`config.mk`:
```
export PLATFORM = sky130hd
export DESIGN_NAME = wb_port_scheduler_flat
export DESIGN_NICKNAME = d
export VERILOG_FILES = /design/src/rtl/wb_port_scheduler_if.sv /design/src/rtl/wb_port_scheduler.sv /design/src/flat_wrapper.sv
export SDC_FILE = /design/constraint.sdc
export NUM_CORES = 1
export LEC_CHECK = 0
export ABC_AREA = 1
export CORE_MARGIN = 1
export CORE_UTILIZATION = 48
export CTS_BUF_LIST = sky130_fd_sc_hd__clkbuf_8
export DETAILED_ROUTE_END_ITERATION = 8
export GPL_TIMING_DRIVEN = 0
export PLACE_DENSITY = 0.78
export SETUP_SLACK_MARGIN = 0.1
export SYNTH_ARGS = -nofsm -noshare
export SYNTH_HDL_FRONTEND = slang
export SYNTH_SLANG_ARGS = --single-unit
```
`constraint.sdc`:
```
create_clock -name clk -period 2.17 [get_ports clk]
set_clock_uncertainty 0.05 [all_clocks]
set_input_delay 0.3255 -clock clk [delete_from_list [all_inputs] [get_ports clk]]
set_output_delay 0.3255 -clock clk [all_outputs]
set_load 0.02 [all_outputs]
```
`src/rtl/wb_port_scheduler_if.sv`:
```
// Register-file write-port bundle: pipeline WB, late-load issue/response,
// decode hazard checks and the registered register-file write.
interface wb_port_scheduler_if #(
  parameter int unsigned DATA_W = 16,
  parameter int unsigned REG_AW = 4
);
  logic              pipe_we;
  logic [REG_AW-1:0] pipe_waddr;
  logic [DATA_W-1:0] pipe_wdata;
  logic              ld_issue;
  logic [REG_AW-1:0] ld_dest;
  logic              ld_issue_ready;
  logic              ld_rsp_valid;
  logic [DATA_W-1:0] ld_rsp_data;
  logic              ld_rsp_ready;
  logic              chk_a_en;
  logic [REG_AW-1:0] chk_a_addr;
  logic              chk_b_en;
  logic [REG_AW-1:0] chk_b_addr;
  logic              chk_w_en;
  logic [REG_AW-1:0] chk_w_addr;
  logic              hazard_stall;
  logic              rf_we;
  logic [REG_AW-1:0] rf_waddr;
  logic [DATA_W-1:0] rf_wdata;

  modport master (
    output pipe_we, pipe_waddr, pipe_wdata,
    output ld_issue, ld_dest, ld_rsp_valid, ld_rsp_data,
    output chk_a_en, chk_a_addr, chk_b_en, chk_b_addr, chk_w_en, chk_w_addr,
    input  ld_issue_ready, ld_rsp_ready, hazard_stall,
    input  rf_we, rf_waddr, rf_wdata
  );

  modport slave (
    input  pipe_we, pipe_waddr, pipe_wdata,
    input  ld_issue, ld_dest, ld_rsp_valid, ld_rsp_data,
    input  chk_a_en, chk_a_addr, chk_b_en, chk_b_addr, chk_w_en, chk_w_addr,
    output ld_issue_ready, ld_rsp_ready, hazard_stall,
    output rf_we, rf_waddr, rf_wdata
  );
endinterface

```
`src/rtl/wb_port_scheduler.sv`:
```
// Shares the single register-file write port between the pipeline WB stage
// (fixed priority) and in-order late load responses that fill idle cycles.
module wb_port_scheduler #(
  parameter int unsigned DATA_W    = 16,
  parameter int unsigned REG_AW    = 4,
  parameter int unsigned TAG_DEPTH = 4
) (
  input logic                 clk,
  input logic                 rst,
  wb_port_scheduler_if.slave  bus
);

  localparam int unsigned PtrW = (TAG_DEPTH > 1) ? $clog2(TAG_DEPTH) : 1;
  localparam int unsigned CntW = PtrW + 1;
  localparam int unsigned NReg = 1 << REG_AW;

  logic [REG_AW-1:0] tag_q [TAG_DEPTH];
  logic [PtrW-1:0]   wr_ptr_q, rd_ptr_q;
  logic [CntW-1:0]   count_q;
  logic              hold_valid_q;
  logic [REG_AW-1:0] hold_addr_q;
  logic [DATA_W-1:0] hold_data_q;
  logic [NReg-1:0]   pending_q, pending_d;

  logic full, empty, drain, push, pop;

  always_comb begin
    full  = (count_q == CntW'(TAG_DEPTH));
    empty = (count_q == '0);
    drain = hold_valid_q & ~bus.pipe_we;

    // Readiness and stall are forced low while reset is held.
    bus.ld_issue_ready = ~rst & ~full & ~pending_q[bus.ld_dest];
    bus.ld_rsp_ready   = ~rst & ~empty & (~hold_valid_q | drain);
    push = bus.ld_issue & bus.ld_issue_ready;
    pop  = bus.ld_rsp_valid & bus.ld_rsp_ready;

    bus.hazard_stall = ~rst & ((bus.chk_a_en & pending_q[bus.chk_a_addr]) |
                               (bus.chk_b_en & pending_q[bus.chk_b_addr]) |
                               (bus.chk_w_en & pending_q[bus.chk_w_addr]));

    // Set and clear never hit the same bit: issue to a pending register is refused.
    pending_d = pending_q;
    if (drain) pending_d[hold_addr_q] = 1'b0;
    if (push)  pending_d[bus.ld_dest] = 1'b1;
  end

  always_ff @(posedge clk) begin
    if (push) tag_q[wr_ptr_q] <= bus.ld_dest;
  end

  always_ff @(posedge clk) begin
    if (rst) begin
      wr_ptr_q     <= '0;
      rd_ptr_q     <= '0;
      count_q      <= '0;
      hold_valid_q <= 1'b0;
      hold_addr_q  <= '0;
      hold_data_q  <= '0;
      pending_q    <= '0;
      bus.rf_we    <= 1'b0;
      bus.rf_waddr <= '0;
      bus.rf_wdata <= '0;
    end else begin
      if (push) wr_ptr_q <= wr_ptr_q + PtrW'(1);
      if (pop)  rd_ptr_q <= rd_ptr_q + PtrW'(1);
      count_q <= count_q + CntW'(push) - CntW'(pop);

      if (pop) begin
        hold_valid_q <= 1'b1;
        hold_addr_q  <= tag_q[rd_ptr_q];
        hold_data_q  <= bus.ld_rsp_data;
      end else if (drain) begin
        hold_valid_q <= 1'b0;
      end

      pending_q <= pending_d;

      if (bus.pipe_we) begin
        bus.rf_we    <= 1'b1;
        bus.rf_waddr <= bus.pipe_waddr;
        bus.rf_wdata <= bus.pipe_wdata;
      end else if (hold_valid_q) begin
        bus.rf_we    <= 1'b1;
        bus.rf_waddr <= hold_addr_q;
        bus.rf_wdata <= hold_data_q;
      end else begin
        bus.rf_we <= 1'b0;
      end
    end
  end

endmodule

```
`src/flat_wrapper.sv`:
```
// flat-port wrapper written by rule: the top's interface ports become plain ports
module wb_port_scheduler_flat 
#(
  parameter int unsigned DATA_W    = 16,
  parameter int unsigned REG_AW    = 4,
  parameter int unsigned TAG_DEPTH = 4
)
  (clk, rst, bus_pipe_we, bus_pipe_waddr, bus_pipe_wdata, bus_ld_issue, bus_ld_dest, bus_ld_rsp_valid, bus_ld_rsp_data, bus_chk_a_en, bus_chk_a_addr, bus_chk_b_en, bus_chk_b_addr, bus_chk_w_en, bus_chk_w_addr, bus_ld_issue_ready, bus_ld_rsp_ready, bus_hazard_stall, bus_rf_we, bus_rf_waddr, bus_rf_wdata);
  wb_port_scheduler_if #(.DATA_W(DATA_W), .REG_AW(REG_AW)) bus_i ();
  input logic clk;
  input logic rst;
  input wire logic [$bits(bus_i.pipe_we)-1:0] bus_pipe_we;
  input wire logic [$bits(bus_i.pipe_waddr)-1:0] bus_pipe_waddr;
  input wire logic [$bits(bus_i.pipe_wdata)-1:0] bus_pipe_wdata;
  input wire logic [$bits(bus_i.ld_issue)-1:0] bus_ld_issue;
  input wire logic [$bits(bus_i.ld_dest)-1:0] bus_ld_dest;
  input wire logic [$bits(bus_i.ld_rsp_valid)-1:0] bus_ld_rsp_valid;
  input wire logic [$bits(bus_i.ld_rsp_data)-1:0] bus_ld_rsp_data;
  input wire logic [$bits(bus_i.chk_a_en)-1:0] bus_chk_a_en;
  input wire logic [$bits(bus_i.chk_a_addr)-1:0] bus_chk_a_addr;
  input wire logic [$bits(bus_i.chk_b_en)-1:0] bus_chk_b_en;
  input wire logic [$bits(bus_i.chk_b_addr)-1:0] bus_chk_b_addr;
  input wire logic [$bits(bus_i.chk_w_en)-1:0] bus_chk_w_en;
  input wire logic [$bits(bus_i.chk_w_addr)-1:0] bus_chk_w_addr;
  output wire logic [$bits(bus_i.ld_issue_ready)-1:0] bus_ld_issue_ready;
  output wire logic [$bits(bus_i.ld_rsp_ready)-1:0] bus_ld_rsp_ready;
  output wire logic [$bits(bus_i.hazard_stall)-1:0] bus_hazard_stall;
  output wire logic [$bits(bus_i.rf_we)-1:0] bus_rf_we;
  output wire logic [$bits(bus_i.rf_waddr)-1:0] bus_rf_waddr;
  output wire logic [$bits(bus_i.rf_wdata)-1:0] bus_rf_wdata;
  assign bus_i.pipe_we = bus_pipe_we;
  assign bus_i.pipe_waddr = bus_pipe_waddr;
  assign bus_i.pipe_wdata = bus_pipe_wdata;
  assign bus_i.ld_issue = bus_ld_issue;
  assign bus_i.ld_dest = bus_ld_dest;
  assign bus_i.ld_rsp_valid = bus_ld_rsp_valid;
  assign bus_i.ld_rsp_data = bus_ld_rsp_data;
  assign bus_i.chk_a_en = bus_chk_a_en;
  assign bus_i.chk_a_addr = bus_chk_a_addr;
  assign bus_i.chk_b_en = bus_chk_b_en;
  assign bus_i.chk_b_addr = bus_chk_b_addr;
  assign bus_i.chk_w_en = bus_chk_w_en;
  assign bus_i.chk_w_addr = bus_chk_w_addr;
  assign bus_ld_issue_ready = bus_i.ld_issue_ready;
  assign bus_ld_rsp_ready = bus_i.ld_rsp_ready;
  assign bus_hazard_stall = bus_i.hazard_stall;
  assign bus_rf_we = bus_i.rf_we;
  assign bus_rf_waddr = bus_i.rf_waddr;
  assign bus_rf_wdata = bus_i.rf_wdata;
  wb_port_scheduler #(.DATA_W(DATA_W), .REG_AW(REG_AW), .TAG_DEPTH(TAG_DEPTH)) u_core (.clk(clk), .rst(rst), .bus(bus_i));
endmodule
```
After elaboration in Yosys (flattened, before gate mapping)
Memory sizes are Yosys's and may differ from the RTL's. A register that Yosys moved wholly into a read port is not among the register bits.
Index checks and enable logic that the tools add are counted.
Storage, ports and cells
  flip-flop bits (word level): 61
  bits in writable memories: 16
  logic and storage cells: 74
  memories: 1
Memories
  u_core.tag_q: words 4, bits a word 4, rd ports 1, clocked after Yosys merged registers in 1, wr ports 1, line wb_port_scheduler.sv:17  | logic [REG_AW-1:0] tag_q [TAG_DEPTH];
Cells by class
  add/subtract/negate cells: 4
  order comparisons: 7
  equal/unequal tests: 1
  muxes and demuxes: 24
  bitwise operators: 23
  reductions and logical operators: 5
Operator list (count)
  16-bit 2-to-1 mux: 4
  4-bit by 5-bit < comparator with 1-bit output (second input constant): 5
  16-bit bitwise AND: 1
  1-bit binary-select mux with 4-bit select: 4
  16-bit NOT: 1
  16-bit bitwise OR: 1
  1-bit 2-to-1 mux: 12
  1-bit bitwise AND: 11
  1-bit demux with 4-bit select: 2
  4-bit by 1-bit >= comparator with 1-bit output (second input constant): 2
  4-bit 2-to-1 mux: 2
  1-bit NOT: 6
  2-bit by 1-bit adder with 2-bit output (second input constant): 2
  2-bit nonzero test: 2
  3-bit by 1-bit adder with 3-bit output: 1
  3-bit == test (second input constant): 1
  3-bit logical NOT: 1
  1-bit bitwise OR: 3
  3-bit by 1-bit subtractor with 3-bit output: 1
  1-bit logical AND: 2

Longest topological paths before layout
Gate-level depths: netlist of run 1.
  depth after elaboration: 9
  depth in mapped cells: 16

Worst setup path after synthesis of run 1
No wires, ideal clock.
  kind: input-to-reg
  start: in rst
  end: reg u_core.count_q[2]
  arrival: 2.165 ns
  required time: 1.998 ns
  path slack: -0.167 ns
  stages: 14
  path through: buf_2 inv_2 o211ai_1 inv_2 nand2_1 inv_1 ha_1 inv_1 ha_1 inv_1 fa_1 xor2_1 o21ai_0 a21oi_1
RTL lines
  from (decl): line flat_wrapper.sv:11  | input logic rst;
  1-bit NOT: line wb_port_scheduler.sv:34  | bus.ld_rsp_ready = ~rst & ~empty & (~hold_valid_q | drain);
  1-bit bitwise AND (2 in series): line wb_port_scheduler.sv:34
  net bus_ld_rsp_ready: line flat_wrapper.sv:26  | output wire logic [$bits(bus_i.ld_rsp_ready)-1:0] bus_ld_rsp_ready;
  1-bit bitwise AND: line wb_port_scheduler.sv:36  | pop = bus.ld_rsp_valid & bus.ld_rsp_ready;
  net u_core.pop: line wb_port_scheduler.sv:25  | logic full, empty, drain, push, pop;
  3-bit by 1-bit subtractor with 3-bit output: line wb_port_scheduler.sv:67  | count_q <= count_q + CntW'(push) - CntW'(pop);
  to (signal assigned): line wb_port_scheduler.sv:67
  to (decl): line wb_port_scheduler.sv:19  | logic [CntW-1:0] count_q;
The timed path passes the listed nets, and every way through them passes these cells.
A chain may end at the register's enable or synchronous reset.

Worst setup path in the final report of run 1
  start: reg u_core.count_q[0]
  end: reg u_core.count_q[2]
On the way
  cells in the longest elaborated chain, start to end: 7
Ends and longest elaborated chain
  3-bit == test: line wb_port_scheduler.sv:28  | full = (count_q == CntW'(TAG_DEPTH));
  1-bit NOT: line wb_port_scheduler.sv:33  | bus.ld_issue_ready = ~rst & ~full & ~pending_q[bus.ld_dest];
  1-bit bitwise AND (2 in series): line wb_port_scheduler.sv:33
  1-bit bitwise AND: line wb_port_scheduler.sv:35  | push = bus.ld_issue & bus.ld_issue_ready;
  3-bit by 1-bit adder with 3-bit output: line wb_port_scheduler.sv:67
  3-bit by 1-bit subtractor with 3-bit output (*): line wb_port_scheduler.sv:67
Every way passes the cells marked *; elsewhere a longest branch is shown, timed or not.

==> metrics.txt, run 1 <==
Starting Density=50.2%; CTS root buf=clkbuf_8; most frequent CP cell=inv_2; final core occ=66.1%; number of DRC markers in iteration 0=228; layout cell share with drive strength beyond 1=13.0%; n_diodes=0; netlist area before placement=4170 um^2; Leakage=2.44 nW; synthesized area per cell=7.01 um^2; final wirelength=11.6 mm; detailed-route DRC error count=0; Crit path max-delay family=adder cells; Gate Count Post-Synth=594; Worst Setup SP=u_core.count_q[0]; number of global-route vias before repair=3934; R2R Setup Slk=50 ps; CP required=2370 ps; critical path's largest stage delay=350 ps; fin. max-slew vios=0; Hold Vio Cnt, Final=0; number of synthesis warnings=0; routed vias=4228; Via density=5.26; Reg-to-Reg End=u_core.count_q[2]; Final min period=2120 ps; Netlist cell types=29; outcome=finished, final reports clean; setup TNS=0 ps; met2 routed WL=5.52 mm; maximum clock path buffer count=2; Clock Sinks=81; Worst Setup EP=u_core.count_q[2]; buffers plus inverters on the worst setup path=5; cts bufs inserted=9; HP Class=input port to flip-flop; Nets=762; most common cell in the netlist=nand2_1; area growth from synthesis to layout=31.6%; critical path cell sequence=inv_2 > buf_12 > nand3_1 > nand2_2 > a21oi_4 > buf_6 > nand3_4 > inv_4 > ha_4 > inv_2 > fa_2 > xor2_2 > o21ai_1 > a21oi_1; row count=33; VDD IR max=0.337 mV; power density cells=714 nW/um^2; Yosys top cell area share=31.2%; WS Path Type=flip-flop to flip-flop; Levels on crit path=14; routed len/inst=14.4 um; GRT Overall Usage=26.7%; sequential share of the synthesized area=42.8%; worst hold margin=136 ps; met3 WL=998 um; relative slew slack=57.9%; first-pass GRT wire length=18.3 mm; grt ovf=0; Main synth FF type=dfxtp_1; asr flop ratio synth=0%; pre-CTS setup slack=-1070 ps; met1 WL=4.88 mm; crit path DAT=2310 ps; Critical Path Source Type=flip-flop; Die Y=95.2 um; Max Cap Viol=0; CTS tree=built; Top-Level Pins=84; Synth area leader=dfxtp_1; number of synthesized flops with an enable pin=16; crit end category=flip-flop; top cells by count, synth=149 x nand2_1, 90 x inv_1, 65 x dfxtp_1; Die Footprint=9060 um^2; Critical Path Fanout Max=2; die width=95.2 um; Worst-Margin Slew=632 ps; highest metal used=met4; H-tree Lvls=3; Post-Synthesis Net Count=661; TritonRoute pass-1 iters=5; HPWL after DPL=8.57 mm; RSZ-0062 raised after global routing=yes; flops & latches, synth=81; antenna-violating nets left=0; Max stage delay cell, worst path=fa_2; Reg2Reg Depth=14; worst skew pair latency=350 ps; initial antenna violation count=0; GPL Wtd Cong=0.906; setup violators final=0; R2R Path Start=u_core.count_q[0]; input/output buffers=79; fin crit share=97.7%; fillers=762; core box area=8300 um^2; PnR worst setup slack=51.0 ps; largest net degree at the start of global routing=15; top cells by area, synth=dfxtp_1 31%, nand2_1 13%, edfxtp_1 12%; Clk pin slew, worst setup/hold paths=80 ps; FMAX=472 MHz
[layout by cell type (no fill, tap or decap), types with 2 or more instances in the layout]
cell	count
clkbuf_1	13
nand3_1	43
buf_2	4
ha_1	4
dfxtp_1	52
nor3_1	2
buf_4	10
nand4_1	17
a21oi_1	40
edfxtp_1	16
inv_2	16
dfxtp_2	12
o21ai_1	2
o21ai_0	60
clkbuf_8	10
nor2_1	43
buf_1	4
o22ai_1	4
clkbuf_4	2
ha_4	2
inv_1	74
nand2_2	9
buf_8	2
dlygate4sd2_1	7
nand2_1	141
a22oi_1	13
buf_6	4
inv_4	4
clkdlybuf4s50_1	67
o211ai_1	3
[cell type report]
class	count	area, um^2	area share (%)
buffer	26	150	2.74
clock buffer	9	124	2.26
clock inverter	6	61.3	1.12
inverter	93	362	6.59
multi-input combinational	394	1980	36.1
sequential	81	1800	32.8
tap	105	131	2.40
timing repair buffer	90	877	16.0
[power by group]
group / internal [mW] / switching, mW / leakage [nW]
clock network: 0.522 / 0.534 / 0.0968
logic: 0.475 / 0.630 / 1.66
registers: 1.69 / 0.0672 / 0.683
total: 2.68 / 1.23 / 2.44
[how the worst min path moves through the flow]
stage / startpoint / endpoint / slack (ps) / depth (start not counted)
2_1_floorplan: u_core.hold_data_q[14] / u_core.hold_data_q[14] / 370 / 2
3_3_place_gp: u_core.hold_data_q[3] / u_core.hold_data_q[3] / 390 / 2
3_5_place_dp: u_core.hold_data_q[6] / u_core.hold_data_q[6] / 390 / 2
4_1_cts: rst / u_core.pending_q[0] / 120 / 2
5_1_grt: rst / u_core.pending_q[2] / 140 / 2
6_report: rst / u_core.pending_q[1] / 140 / 2
[flip-flops by register name, indices dropped and copies added (netlist names)]
| register | count |
|---|---|
| u_core.wr_ptr_q | 2 |
| u_core.hold_valid_q | 1 |
| u_core.bus.rf_wdata | 16 |
| u_core.hold_data_q | 16 |
| u_core.hold_addr_q | 4 |
| u_core.bus.rf_waddr | 4 |
| u_core.bus.rf_we | 1 |
| u_core.rd_ptr_q | 2 |
| u_core.pending_q | 16 |
| u_core.count_q | 3 |
| u_core.tag_q | 16 |
[timing repair]
action                     in CTS  in global routing
cloned                          1                  0
setup buffers                  10                  0
pin swaps                       8                  3
gates resized for setup        42                 26
hold endpoints to repair        0                  0
setup endpoints to repair      26                  5
hold buffers                    0                  0
[logic make-up after synthesis]
family / after synthesis / share of synthesized area [%]
fa+ha+maj: 7 / 2.28
flops: 81 / 42.8
xor+xnor: 1 / 0.210
simple gates: 262 / 27.1
compound gates: 124 / 16.2
buf+inv: 119 / 11.4
[stage by stage]
step                      area, um^2  total power, mW  std cells
after floorplan                 4230             2.40        594
after global placement          5150             2.72        778
after detailed placement        5150             2.76        778
after CTS                       5450             3.89        804
after global routing            5480             4.12        804
final                           5480             3.91        804
[routing by layer]
metal  track usage, %  vias to the layer above
met4             9.72                        0
met3             4.07                       19
met2             46.7                      182
met1             33.1                     1898
met5                0                        -
li1                 -                     2129
Note: power is estimated with default switching activity, not from simulation.
==> run 2: changes to the inputs <==
Settings changed: CORE_UTILIZATION 48 to 47, CTS_BUF_LIST sky130_fd_sc_hd__clkbuf_8 to not set, PLACE_DENSITY 0.78 to 0.77.
==> run 2 against run 1 <==
Final area is 0.59% higher. Largest power group unchanged. Clock power is 7% higher. Critical path depth unchanged. First-iteration DRC count grew 15%. Clock-buffer cell count stayed put. Non-clock buffer count up 7.
==> metrics.txt, run 2 (same netlist as run 1, synthesis figures left out) <==
core box area=8380 um^2 (was 8300 um^2); Worst-Margin Slew=686 ps (was 632 ps); Die Y=96.2 um (was 95.2 um); area growth from synthesis to layout=32.4% (was 31.6%); Clock Sinks=81 (unchanged); most frequent cells in the layout=143 x nand2_1, 76 x inv_1, 67 x clkdlybuf4s50_1 (was 141 x nand2_1, 74 x inv_1, 67 x clkdlybuf4s50_1); CTS root buf=clkbuf_8 (unchanged); first-pass GRT wire length=17.2 mm (was 18.3 mm); RSZ-0062 raised after global routing=yes (unchanged); pre-CTS setup slack=-1000 ps (was -1070 ps); Critical Path Fanout Max=2 (unchanged); initial antenna violation count=0 (unchanged); input/output buffers=79 (unchanged); cts bufs inserted=9 (unchanged); Top-Level Pins=84 (unchanged); Die Footprint=9250 um^2 (was 9060 um^2); maximum clock path buffer count=2 (unchanged); layout cell share with drive strength beyond 1=12.7% (was 13.0%); Nets=769 (was 762); setup violators final=0 (unchanged); relative slew slack=54.3% (was 57.9%); worst hold margin=119 ps (was 136 ps); CP required=2370 ps (about the same); TritonRoute pass-1 iters=5 (unchanged); die width=96.2 um (was 95.2 um); hold buffer count at CTS=0 (unchanged); final wirelength=11.3 mm (was 11.6 mm); hold depth=2 (unchanged); final core occ=65.8% (was 66.1%); largest net degree at the start of global routing=16 (was 15); fin. max-slew vios=0 (unchanged); Max Cap Viol=0 (unchanged); FMAX=471 MHz (was 472 MHz); WS Path Type=flip-flop to flip-flop (unchanged); GPL Wtd Cong=0.891 (was 0.906); Final min period=2120 ps (about the same); HP Class=input port to flip-flop (unchanged); CTS tree=built (unchanged); Starting Density=49.7% (was 50.2%); routed len/inst=13.9 um (was 14.4 um); Critical Path Source Type=flip-flop (unchanged); fin crit share=97.9% (was 97.7%); outcome=finished, final reports clean (unchanged); detailed-route DRC error count=0 (unchanged); HPWL after DPL=8.24 mm (was 8.57 mm); row count=33 (unchanged); worst skew pair latency=360 ps (was 350 ps); crit end category=flip-flop (unchanged); H-tree Lvls=3 (unchanged); n_diodes=0 (unchanged); Clk pin slew, worst setup/hold paths=90 ps (was 80 ps); grt ovf=0 (unchanged); antenna-violating nets left=0 (unchanged); Hold Vio Cnt, Final=0 (unchanged); number of DRC markers in iteration 0=262 (was 228); Via density=5.15 (was 5.26); crit path DAT=2330 ps (was 2310 ps); GRT Overall Usage=25.0% (was 26.7%); number of global-route vias before repair=3754 (was 3934); VDD IR max=0.339 mV (was 0.337 mV); Reg2Reg Depth=14 (unchanged); Leakage=2.46 nW (was 2.44 nW); power density cells=715 nW/um^2 (was 714 nW/um^2); routed vias=4181 (was 4228); most common cell after layout, fill and taps aside=nand2_1 (unchanged); PnR worst setup slack=45.7 ps (was 51.0 ps)
## run 2: changes by cell type in the layout (fill, tap and decap cells not counted), moves of 2 or more
cell and delta:
inv_6 +2, dfxtp_1 +4, buf_2 +2, dfxtp_2 -4, nand2_1 +2, buf_4 +7
inv_1 +2, inv_4 -3, nand2_2 -2
## run 2: path summary, 6_finish.rpt
| kind | from | endpoint | slack [ps] |
|---|---|---|---|
| worst max register to register | u_core.count_q[1] | u_core.count_q[2] | 50 |
| worst min register to register | u_core.hold_data_q[0] | u_core.hold_data_q[0] | 400 |
| worst max-delay path | u_core.count_q[1] | u_core.count_q[2] | 50 |
| worst min-delay path | rst | u_core.pending_q[1] | 120 |
## run 2: power by group
| group | internal (mW) | switching [mW] | total, mW | leakage [nW] |
|---|---|---|---|---|
| logic | 0.454 | 0.609 | 1.06 | 1.67 |
| registers | 1.69 | 0.0678 | 1.75 | 0.681 |
| clock network | 0.545 | 0.584 | 1.13 | 0.106 |
## run 2: critical path, cell delays in order (launching register included)
cell      delay (ps)
dfxtp_4          360
inv_2             50
nand2_2           40
o211ai_1         210
inv_2             90
nand2_4           90
inv_4             40
ha_4             200
inv_2             60
ha_4             110
inv_2             30
fa_2             350
xor2_2           170
o21ai_1          130
a21oi_1           50
## run 2: per-layer routing
metal  wire length (um)  share of wire [%]  global-route usage, %  vias to the layer above
li1                   -                  -                      -                     2139
met1               5030                 45                   32.8                     1878
met2               5240                 46                   41.6                      146
met3                874                7.7                   4.58                       18
met4                144                1.3                   7.46                        0
met5                  0                  0                      0                        -
## run 2: stage by stage
stage	instances	total power, mW	area, um^2	setup TNS (ps)
after floorplan	594	2.40	4230	0
after global routing	812	4.15	5520	-46.2
final	812	3.95	5520	0
after global placement	778	2.72	5150	-14700
after detailed placement	778	2.75	5150	-15900
after CTS	804	3.91	5430	0
## run 2: cell type report
type,instances,area [um^2]
timing repair buffer,97,912
sequential,81,1800
buffer,26,150
multi-input combinational,394,1970
inverter,93,357
clock buffer,9,124
tap,105,131
fill,770,2870
clock inverter,7,77.6
## run 2: timing repair
action                                  4_1_cts  5_1_grt
buffers inserted                              9        8
pin swaps                                     7        3
cloned                                        1        0
hold endpoints to repair                      0        0
endpoints found under the setup margin       22        5
gates resized for setup                      38       16
==> run 3: changes to the inputs <==
Settings changed: SKIP_LAST_GASP set to 1.
==> run 3 against run 2 <==
First-iteration DRC count grew 0.38%. Routed wire length grew 0.14%. Non-clock buffer count is the same. Global-route usage is the same. Power shrank 0.50%. Flip-flop and latch count is the same. Critical path type unchanged.
==> metrics.txt, run 3 (same netlist as run 1, synthesis figures left out) <==
pre-CTS setup slack=-1000 ps (unchanged); VDD IR max=0.330 mV (was 0.339 mV); largest net degree at the start of global routing=16 (unchanged); fin crit share=96.6% (was 97.9%); setup violators final=0 (unchanged); Die Footprint=9250 um^2 (unchanged); final wirelength=11.3 mm (about the same); Clk pin slew, worst setup/hold paths=90 ps (about the same); Max stage delay cell, worst path=dfxtp_4 (unchanged); detailed-route DRC error count=0 (unchanged); worst skew pair latency=360 ps (about the same); fillers=770 (unchanged); number of DRC markers in iteration 0=263 (was 262); relative slew slack=54.0% (was 54.3%); first-pass GRT wire length=17.2 mm (unchanged); row count=33 (unchanged); critical path cell sequence=inv_2 > nand2_1 > o211ai_1 > inv_2 > nand2_4 > inv_4 > ha_4 > inv_2 > ha_4 > inv_2 > fa_2 > xor2_1 > o21ai_1 > a21oi_1 (was inv_2 > nand2_2 > o211ai_1 > inv_2 > nand2_4 > inv_4 > ha_4 > inv_2 > ha_4 > inv_2 > fa_2 > xor2_2 > o21ai_1 > a21oi_1); WS Path Type=flip-flop to flip-flop (unchanged); GRT Overall Usage=25.0% (unchanged); most frequent cells in the layout=144 x nand2_1, 76 x inv_1, 67 x clkdlybuf4s50_1 (was 143 x nand2_1, 76 x inv_1, 67 x clkdlybuf4s50_1); Max Cap Viol=0 (unchanged); crit end category=flip-flop (unchanged); most frequent CP cell=inv_2 (unchanged); CTS root buf=clkbuf_8 (unchanged); Nets=769 (unchanged); Critical Path Fanout Max=2 (unchanged); H-tree Lvls=3 (unchanged); outcome=finished, final reports clean (unchanged); core box area=8380 um^2 (unchanged); Leakage=2.46 nW (about the same); Via density=5.13 (was 5.15); antenna-violating nets left=0 (unchanged); Starting Density=49.7% (unchanged); number of global-route vias before repair=3754 (unchanged); n_diodes=0 (unchanged); die width=96.2 um (unchanged); initial antenna violation count=0 (unchanged); Hold Vio Cnt, Final=0 (unchanged); HPWL after DPL=8.24 mm (unchanged); routed vias=4164 (was 4181); GPL Wtd Cong=0.891 (unchanged); Final min period=2100 ps (was 2120 ps); critical path's largest stage delay=360 ps (about the same); cts bufs inserted=9 (unchanged); Top-Level Pins=84 (unchanged); CP required=2420 ps (was 2370 ps); power density cells=713 nW/um^2 (was 715 nW/um^2); fin. max-slew vios=0 (unchanged); buffers plus inverters on the worst setup path=5 (unchanged); layout cell share with drive strength beyond 1=12.4% (was 12.7%); most common cell after layout, fill and taps aside=nand2_1 (unchanged); Worst-Margin Slew=690 ps (was 686 ps); crit path DAT=2340 ps (was 2330 ps); HP Class=input port to flip-flop (unchanged); CTS tree=built (unchanged); maximum clock path buffer count=2 (unchanged); area growth from synthesis to layout=32.2% (was 32.4%); Crit path max-delay family=adder cells (unchanged); Clock Sinks=81 (unchanged); FMAX=477 MHz (was 471 MHz); hold buffer count at CTS=0 (unchanged); input/output buffers=79 (unchanged); Die Y=96.2 um (unchanged); grt ovf=0 (unchanged); final core occ=65.7% (was 65.8%); RSZ-0062 raised after global routing=yes (unchanged); TritonRoute pass-1 iters=5 (unchanged); PnR worst setup slack=72.8 ps (was 45.7 ps); Critical Path Source Type=flip-flop (unchanged); routed len/inst=13.9 um (about the same)
-- run 3: cell counts in the layout (fill, tap and decap cells not counted) --
Identical to the previous run, type by type.
-- run 3: timing repair --
action / 4_1_cts / 5_1_grt
setup buffers: 9 / 8
pin swaps: 7 / 3
setup endpoints to repair: 22 / 5
gates resized for setup: 38 / 14
cloned: 1 / 0
-- run 3: area by class of cell --
class                      count  area, um^2  area share (%)
multi-input combinational    394        1960            35.6
sequential                    81        1800            32.6
timing repair buffer          97         912            16.6
inverter                      93         357            6.48
buffer                        26         150            2.73
tap                          105         131            2.39
clock buffer                   9         124            2.25
clock inverter                 7        77.6            1.41
-- run 3: final timing paths --
kind | cells after the start | slack, ps | startpoint | end
min | 2 | 120 | rst | u_core.pending_q[0]
max reg2reg | 14 | 70 | u_core.count_q[1] | u_core.count_q[2]
max | 14 | 70 | u_core.count_q[1] | u_core.count_q[2]
min reg2reg | 2 | 400 | u_core.hold_data_q[7] | u_core.hold_data_q[7]
-- run 3: through the flow --
stage / instances / hold slack (ps) / power [mW] / area [um^2] / TNS (ps)
final: 812 / 125 / 3.93 / 5510 / 0
after global routing: 812 / 113 / 4.13 / 5510 / -26.1
after CTS: 804 / 110 / 3.91 / 5430 / 0
after detailed placement: 778 / 391 / 2.75 / 5150 / -15900
after global placement: 778 / 386 / 2.72 / 5150 / -14700
after floorplan: 594 / 374 / 2.40 / 4230 / 0
-- run 3: layer usage --
| layer | part of all wire, % | global-route usage [%] | vias up |
|---|---|---|---|
| met4 | 1.3 | 7.46 | 0 |
| met5 | 0 | 0 | - |
| met2 | 46 | 41.6 | 136 |
| met3 | 7.5 | 4.58 | 16 |
| li1 | - | - | 2142 |
| met1 | 45 | 32.8 | 1870 |
-- run 3: report_power, final --
| group | internal (mW) | switching (mW) | total (mW) |
|---|---|---|---|
| clock | 0.546 | 0.587 | 1.13 |
| combinational | 0.445 | 0.599 | 1.04 |
| sequential | 1.69 | 0.0648 | 1.75 |
| total | 2.68 | 1.25 | 3.93 |
